==> src/rtl/ram_arb_pkg.sv <==
// Shared types and widths for the three-port SRAM arbiter.
package ram_arb_pkg;

    localparam int unsigned XLEN  = 32;
    localparam int unsigned BE_W  = 4;
    localparam int unsigned AGE_W = 4;

    typedef enum logic [1:0] {
        OWN_NONE,
        OWN_INSTR,
        OWN_DATA,
        OWN_CUST
    } owner_e;

    typedef struct packed {
        owner_e owner;
        logic   err;
    } pending_t;

    typedef struct packed {
        logic            we;
        logic [BE_W-1:0] be;
        logic [XLEN-1:0] addr;
        logic [XLEN-1:0] wdata;
    } mem_cmd_t;

endpackage

==> src/rtl/ram_arb_age_ctr.sv <==
// Saturating wait counter; promote_c flags a requestor that has waited MAX_WAIT cycles.
module ram_arb_age_ctr
    import ram_arb_pkg::*;
#(
    parameter int unsigned MAX_WAIT = 4
) (
    input  logic clk_i,
    input  logic rst_ni,
    input  logic req_i,
    input  logic gnt_i,
    output logic promote_c
);

    localparam logic [AGE_W-1:0] MAX_CNT = AGE_W'(MAX_WAIT);

    logic [AGE_W-1:0] cnt_d, cnt_q;

    always_comb begin
        cnt_d = cnt_q;
        if (!req_i || gnt_i) begin
            cnt_d = '0;
        end else if (cnt_q != MAX_CNT) begin
            cnt_d = cnt_q + AGE_W'(1);
        end
    end

    always_ff @(posedge clk_i or negedge rst_ni) begin
        if (!rst_ni) begin
            cnt_q <= '0;
        end else begin
            cnt_q <= cnt_d;
        end
    end

    assign promote_c = (cnt_q == MAX_CNT);

endmodule

==> src/rtl/ram_arbiter_3p.sv <==
// Arbitrates instr fetch, LSU and custom-unit requests onto the single-port SRAM,
// with same-cycle grant, one-cycle response routing and age-based promotion.
module ram_arbiter_3p
    import ram_arb_pkg::*;
#(
    parameter int unsigned MEM_SIZE  = 262144,
    parameter logic [31:0] MEM_START = 32'h0000_0000,
    parameter int unsigned MAX_WAIT  = 4
) (
    input  logic              clk_i,
    input  logic              rst_ni,
    input  logic              instr_req_i,
    input  logic [XLEN-1:0]   instr_addr_i,
    output logic              instr_gnt_o,
    output logic              instr_rvalid_o,
    output logic [XLEN-1:0]   instr_rdata_o,
    output logic              instr_err_o,
    input  logic              data_req_i,
    input  logic              data_we_i,
    input  logic [BE_W-1:0]   data_be_i,
    input  logic [XLEN-1:0]   data_addr_i,
    input  logic [XLEN-1:0]   data_wdata_i,
    output logic              data_gnt_o,
    output logic              data_rvalid_o,
    output logic [XLEN-1:0]   data_rdata_o,
    output logic              data_err_o,
    input  logic              cust_req_i,
    input  logic              cust_we_i,
    input  logic [XLEN-1:0]   cust_addr_i,
    input  logic [XLEN-1:0]   cust_wdata_i,
    output logic              cust_gnt_o,
    output logic              cust_rvalid_o,
    output logic [XLEN-1:0]   cust_rdata_o,
    output logic              mem_req_o,
    output logic              mem_we_o,
    output logic [BE_W-1:0]   mem_be_o,
    output logic [XLEN-1:0]   mem_addr_o,
    output logic [XLEN-1:0]   mem_wdata_o,
    input  logic              mem_rvalid_i,
    input  logic [XLEN-1:0]   mem_rdata_i
);

    localparam logic [XLEN-1:0] ADDR_MASK = ~(XLEN'(MEM_SIZE) - XLEN'(1));

    owner_e   winner;
    mem_cmd_t cmd;
    logic     in_range;
    logic     issue;
    logic     data_promote, cust_promote;
    pending_t pend_d, pend_q;

    ram_arb_age_ctr #(.MAX_WAIT(MAX_WAIT)) u_data_age (
        .clk_i     (clk_i),
        .rst_ni    (rst_ni),
        .req_i     (data_req_i),
        .gnt_i     (data_gnt_o),
        .promote_c (data_promote)
    );

    ram_arb_age_ctr #(.MAX_WAIT(MAX_WAIT)) u_cust_age (
        .clk_i     (clk_i),
        .rst_ni    (rst_ni),
        .req_i     (cust_req_i),
        .gnt_i     (cust_gnt_o),
        .promote_c (cust_promote)
    );

    // Winner selection: starved ports jump ahead of fetch; nothing is granted in reset.
    always_comb begin
        winner = OWN_NONE;
        if (rst_ni) begin
            if (data_req_i && data_promote)      winner = OWN_DATA;
            else if (cust_req_i && cust_promote) winner = OWN_CUST;
            else if (instr_req_i)                winner = OWN_INSTR;
            else if (data_req_i)                 winner = OWN_DATA;
            else if (cust_req_i)                 winner = OWN_CUST;
        end
    end

    always_comb begin
        cmd = '0;
        case (winner)
            OWN_INSTR: cmd = '{we: 1'b0, be: 4'hF, addr: instr_addr_i, wdata: '0};
            OWN_DATA:  cmd = '{we: data_we_i, be: data_be_i, addr: data_addr_i, wdata: data_wdata_i};
            OWN_CUST:  cmd = '{we: cust_we_i, be: 4'hF, addr: cust_addr_i, wdata: cust_wdata_i};
            default:   cmd = '0;
        endcase
        in_range = ((cmd.addr & ADDR_MASK) == MEM_START);
        issue    = (winner != OWN_NONE) && in_range;
        pend_d   = '{owner: winner, err: (winner != OWN_NONE) && !in_range};
    end

    assign instr_gnt_o = (winner == OWN_INSTR);
    assign data_gnt_o  = (winner == OWN_DATA);
    assign cust_gnt_o  = (winner == OWN_CUST);

    // Out-of-range winners are granted but never reach the SRAM.
    assign mem_req_o   = issue;
    assign mem_we_o    = issue & cmd.we;
    assign mem_be_o    = issue ? cmd.be    : '0;
    assign mem_addr_o  = issue ? cmd.addr  : '0;
    assign mem_wdata_o = issue ? cmd.wdata : '0;

    always_ff @(posedge clk_i or negedge rst_ni) begin
        if (!rst_ni) begin
            pend_q <= '{owner: OWN_NONE, err: 1'b0};
        end else begin
            pend_q <= pend_d;
        end
    end

    assign instr_rvalid_o = (pend_q.owner == OWN_INSTR);
    assign data_rvalid_o  = (pend_q.owner == OWN_DATA);
    assign cust_rvalid_o  = (pend_q.owner == OWN_CUST);
    assign instr_err_o    = instr_rvalid_o & pend_q.err;
    assign data_err_o     = data_rvalid_o & pend_q.err;
    assign instr_rdata_o  = (instr_rvalid_o && !pend_q.err) ? mem_rdata_i : '0;
    assign data_rdata_o   = (data_rvalid_o && !pend_q.err) ? mem_rdata_i : '0;
    assign cust_rdata_o   = (cust_rvalid_o && !pend_q.err) ? mem_rdata_i : '0;

    mem_rvalid_chk: assert property (@(posedge clk_i) disable iff (!rst_ni)
        mem_rvalid_i == ((pend_q.owner != OWN_NONE) && !pend_q.err));

endmodule

==> config.mk <==
export PLATFORM = sky130hd
export DESIGN_NAME = ram_arbiter_3p
export DESIGN_NICKNAME = d
export VERILOG_FILES = /design/src/rtl/ram_arb_pkg.sv /design/src/rtl/ram_arb_age_ctr.sv /design/src/rtl/ram_arbiter_3p.sv
export SDC_FILE = /design/constraint.sdc
export NUM_CORES = 1
export LEC_CHECK = 0
export ABC_AREA = 1
export CORE_AREA = 8 8 139 141
export DETAILED_ROUTE_END_ITERATION = 8
export DIE_AREA = 0 0 147 149
export PLACE_DENSITY_LB_ADDON = 0.05
export SLEW_MARGIN = 20
export SYNTH_ARGS = -nofsm -noshare
export SYNTH_HDL_FRONTEND = slang
export SYNTH_SLANG_ARGS = --single-unit
==> constraint.sdc <==
create_clock -name clk_i -period 6.45 [get_ports clk_i]
set_input_delay 1.6125 -clock clk_i [delete_from_list [all_inputs] [get_ports clk_i]]
set_output_delay 1.6125 -clock clk_i [all_outputs]
set_load 0.005 [all_outputs]
# Yosys cells after proc, flatten, opt, wreduce, memory -nomap -nowiden
# Cells that the tools add are included.
# W data, S select, Z words.
# op_classes
n_addsub,2
n_eq_ne,10
muxes,17
n_bitwise,3
reduce_logical,17
# ops
operator,count
$pmux W69 S3,1
$mux W32,5
$logic_not A32 Y1,1
$mux W4,5
$mux W2,6
$add A4 B1 Y4 const B,2
$eq A2 B2 Y1 const B,4
$eq A4 B3 Y1 const B,2
$ne A4 B3 Y1 const B,2
$logic_and A1 B1 Y1,7
$reduce_bool A2 Y1,3
$eq A2 B1 Y1 const B,2
$logic_not A1 Y1,4
$and A1 B1 Y1,3
$logic_or A1 B1 Y1,2
# totals
reg_bits,11
input_bits,204
output_inout_bits,174
elab_cells,53

# Logic depth before layout (Yosys ltp)
# depth
depth_word,11
ltp_mapped,17
depth_no_buf,15

# Hierarchy
# A second synthesis with hierarchy kept.
# hier_totals
hier_cells,523
hier_area_um2,3121.7
# by_module_without_submodules
mod,n_inst,cells_each,area_per_inst_um2,seq_area_each_um2
ram_arbiter_3p,1,461,2621.3,75.1
ram_arb_age_ctr,2,31,250.2,100.1

# Worst setup path before layout
# Ideal clock, no wire load.
# synth_timing
kind,input -> output
from,input cust_req_i
to,output mem_addr_o[10]
t_arrival_ns,2.917
t_required_ns,4.838
setup_slack_ns,1.920
path_stages,12
path_buffers,3
path_cell_list,o21ai_1 > nand3_1 > buf_4 > nand2_2 > inv_2 > nand2_1 > nand3_1 > nor2_2 > nand3_2 > buf_6 > buf_12 > nor2_4
# synth_via
elab_chain_len,11
elab_cells_between_ends,15
cone_classes,3 x eq/ne; 8 x mux; 4 x reduce/logical
# synth_rtl
item,line_no,source
start: declaration,ram_arbiter_3p.sv:27,"input logic cust_req_i,"
$mux W2,ram_arbiter_3p.sv:76,else if (cust_req_i) winner = OWN_CUST;
$mux W2,ram_arbiter_3p.sv:75,else if (data_req_i) winner = OWN_DATA;
$mux W2,ram_arbiter_3p.sv:74,else if (instr_req_i) winner = OWN_INSTR;
$mux W2 *,ram_arbiter_3p.sv:73,else if (cust_req_i && cust_promote) winner = OWN_CUST;
$mux W2 *,ram_arbiter_3p.sv:72,if (data_req_i && data_promote) winner = OWN_DATA;
$mux W2 *,ram_arbiter_3p.sv:71,if (rst_ni) begin
$eq A2 B2 Y1 / $eq A2 B1 Y1 (equally long branches),ram_arbiter_3p.sv:82,case (winner)
$pmux W69 S3,ram_arbiter_3p.sv:82,
$logic_not A32 Y1,ram_arbiter_3p.sv:88,in_range = ((cmd.addr & ADDR_MASK) == MEM_START);
$logic_and A1 B1 Y1,ram_arbiter_3p.sv:89,issue = (winner != OWN_NONE) && in_range;
$mux W32 *,ram_arbiter_3p.sv:101,assign mem_addr_o = issue ? cmd.addr : '0;
end: declaration,ram_arbiter_3p.sv:37,"output logic [XLEN-1:0] mem_addr_o,"
# Every way passes the cells marked *; elsewhere a longest branch is shown, timed or not.

# Worst setup path after layout
# layout_timing
from,input data_req_i
to,output mem_addr_o[7]
# layout_via
elab_chain_len,10
elab_cells_between_ends,14
cone_classes,3 x eq/ne; 7 x mux; 4 x reduce/logical
# layout_rtl
item,line_no,source
start: declaration,ram_arbiter_3p.sv:18,"input logic data_req_i,"
$mux W2,ram_arbiter_3p.sv:75,
$mux W2,ram_arbiter_3p.sv:74,
$mux W2,ram_arbiter_3p.sv:73,
$mux W2 *,ram_arbiter_3p.sv:72,
$mux W2 *,ram_arbiter_3p.sv:71,
$eq A2 B2 Y1 / $eq A2 B1 Y1 (equally long branches),ram_arbiter_3p.sv:82,
$pmux W69 S3,ram_arbiter_3p.sv:82,
$logic_not A32 Y1,ram_arbiter_3p.sv:88,
$logic_and A1 B1 Y1,ram_arbiter_3p.sv:89,
$mux W32 *,ram_arbiter_3p.sv:101,
# Marks and branches as above.

==> results by group <==
Routing
  – Vias per inst: roughly 4.1
  – TritonRoute pass-1 iters: 4
  – DR iter-0 viols: 143
  – Vias: 4328
  – DR WL/cell: around 18 um
  – Antenna Violating Nets Remaining: 0
  – WL final: 18900 um
  – DRC viols: 0

Finish
  – P&R area growth vs syn: 131%
  – Share of cells above drive strength 1: 0.0881
  – Number of fill cells: approximately 1800
  – Final #Nets: 1038
  – Fin area: 6820 um2
  – Finished Layout Cells: around 1100
  – # diodes: 0

Critical path
  – Most used cell, CP: nand3_1
  – CP Capture Type: output port
  – R2R setup slack: roughly 4200 ps
  – Critical Path AT: 4560 ps
  – CP max stage cell: clkdlybuf4s50_1
  – Reg2reg start: u_data_age.cnt_q[0]$_DFFE_PN0P_
  – Slowest stage delay, CP: roughly 550 ps
  – Reg2reg path depth: 10
  – Crit path required time: 4840 ps
  – FF-to-FF End: u_data_age.cnt_q[1]$_DFFE_PN0P_
  – Startpoint type of the worst setup path: primary input
  – WS Path Type: in -> out
  – Crit Path Max Fanout: 26
  – CP Cell Sequence: clkdlybuf4s50_1 -> o21ai_1 -> nand3_1 -> buf_4 -> nand3_1 -> nand3_1 -> nor2_1 -> nand2_1 -> nor2_2 -> nand3_4 -> buf_12 -> nor2_1 -> clkdlybuf4s50_1

STA
  – FMAX: between 150 and 200 MHz
  – Slew headroom: 0.552
  – Final setup fails: 0
  – Crit share post-route: 0.956
  – Clock Skew: between 2 and 2.5 ps
  – Final hold slack: 593 ps
  – Post-route minimum period: 6170 ps
  – Setup TNS: 0 ps
  – Setup ws final: 282 ps
  – RSZ-0062 raised after global routing: no
  – Slew Limit Fails: 0
  – Slew @ Worst Pin: between 600 and 700 ps
  – Hold Vio Cnt, Final: 0

Placed design
  – Dpl cells: 1050
  – IO buf count: ~360
  – Place WS: approximately 220 ps
  – RePlAce Congestion: just under 0.8
  – Placed cell area: 6730 um2
  – DP Wirelength: 16200 um

Clock network
  – Clock sinks: 11
  – CTS Root Cell: clkbuf_16
  – Worst-skew pair later-pin latency: 230 ps
  – CTS tree: yes
  – Htree depth: 1
  – Max clock buf depth: 2
  – Total CTS buffers: 3
  – Hold_buf cts: 0
  – Clock slew at reported path FFs: approximately 40 ps
  – Post-CTS sizing: 0
  – Post-CTS Setup Bufs: 0

Worst hold path
  – Hold Crit Start: u_data_age.cnt_q[0]$_DFFE_PN0P_
  – Hold Path Stages: 2
  – Min-Delay Endpoint: u_data_age.cnt_q[0]$_DFFE_PN0P_
  – Hold Crit Class: reg -> reg

GRT
  – Vias in the first global route: between 4000 and 5000
  – Total grt overflow: 0
  – Initial antenna violation count: 0
  – First-pass GRT wire length: 27000 um
  – Largest net degree at the start of global routing: 55
  – GRT Resource Usage Total: 0.155

Die
  – IO Count: between 300 and 400
  – Row count: 48
  – Core area: 17100 um2
  – Die Wd: 147 um
  – Die Area: about 22000 um2
  – Chip height: 149 um
  – Initial core utilization: 0.173

Pwr
  – Power per cell area: just under 80 nW/um2
  – Worst IR Drop VDD: between 0.07 and 0.08 mV
  – Leakage: ~2.7 nW

Synth
  – Post-synthesis cell count: 484
  – Mapped Area: about 2900 um2
  – Post-synthesis register bit count: 11
  – Sequential element share of the synthesized area: 0.0935
  – Netlist cell types: 29
  – Synthesis Warnings: 0
  – Mapped Avg Cell Area: ~6.1 um2

Job
  – Max-cap check violation count: 0

Outcome
  – Status: finished, final reports clean
==> logic make-up after synthesis <==
logic type	share of synthesized area
AND/OR/NAND/NOR	0.457
buffers and inverters	0.220
AO/OA/AOI/OAI	0.200
flip-flops	0.0935
XOR/XNOR	0.0119
adder cells (fa/ha/maj)	0.0170
other	0.00127
==> through the flow <==
stage          power [mW]   util
6_report            0.537  0.400
5_1_grt             0.577  0.400
4_1_cts             0.543  0.399
3_5_place_dp        0.429  0.395
3_3_place_gp        0.423  0.395
2_1_floorplan       0.228      -
==> registers in the layout (all words and copies together), names as in the netlist <==
signal / flops
u_cust_age.cnt_q: 4
u_data_age.cnt_q: 4
pend_q: 3
==> how the worst max path moves through the flow <==
| stage | from | end | depth (start not counted) |
|---|---|---|---|
| finish | data_req_i | mem_addr_o[7] | 13 |
| global route | data_req_i | mem_addr_o[7] | 13 |
| CTS | data_req_i | mem_addr_o[7] | 13 |
| detailed placement | data_req_i | mem_addr_o[7] | 13 |
| global placement | data_req_i | mem_addr_o[7] | 13 |
| floorplan | cust_req_i | mem_addr_o[10] | 12 |
==> synth_stat cells (all sizes together) <==
cell type  number  area, um2
a21oi          20        100
dfrtp          11        275
o21ai           5       25.0
a221oi          1       8.76
a22o           50        438
xor2            2       17.5
nor2          177        990
nand4           2       18.8
o32ai           1       8.76
conb            1       3.75
buf            31        272
nand3          23        120
xnor2           2       17.5
ha              4       50.1
nand2          46        183
clkbuf         13       48.8
inv            87        327
nor3            7       35.0
a21boi          1       7.51
==> report_power, final <==
group,total (mW),switching [mW],internal [mW]
Combinational,0.344,0.145,0.200
Sequential,0.0823,0.00634,0.0760
Clock,0.110,0.0272,0.0827
==> layer usage <==
metal,GRT usage,wire (um),vias up
li1,-,-,2168
met1,0.159,6900,1936
met4,0.0224,161,0
met5,0,0,-
met2,0.318,10400,216
met3,0.0355,1410,8
==> critical path: cells and delay by family <==
| kind | cells | cell delay, ps |
|---|---|---|
| AND/OR/NAND/NOR | 8 | 1120 |
| AO/OA/AOI/OAI | 1 | 210 |
| buffers and inverters | 4 | 1590 |
==> cells in the final DEF (no fill, tap or decap), types with 3 or more instances in the layout <==
master and count:
o21ai_0 3, a21oi_1 20, clkbuf_16 3, nor2_4 43, inv_2 5, nor3_1 7
a22o_1 50, buf_12 5, inv_1 82, nand2_1 39, nand2_2 7, conb_1 14
buf_4 5, nand3_1 22, ha_1 4, nor2_2 3, clkdlybuf4s50_1 362, nor2_1 131
dfrtp_1 11
==> cell type report <==
class | instances | area [um2] | share of cell area
flip-flops and latches | 11 | 275 | 0.0404
clock buffers | 4 | 78.8 | 0.0116
multi-input cells | 355 | 2090 | 0.307
repair buffers | 372 | 3760 | 0.552
well taps | 225 | 282 | 0.0413
inverters | 87 | 327 | 0.0479
(Power assumes the default switching activity.)
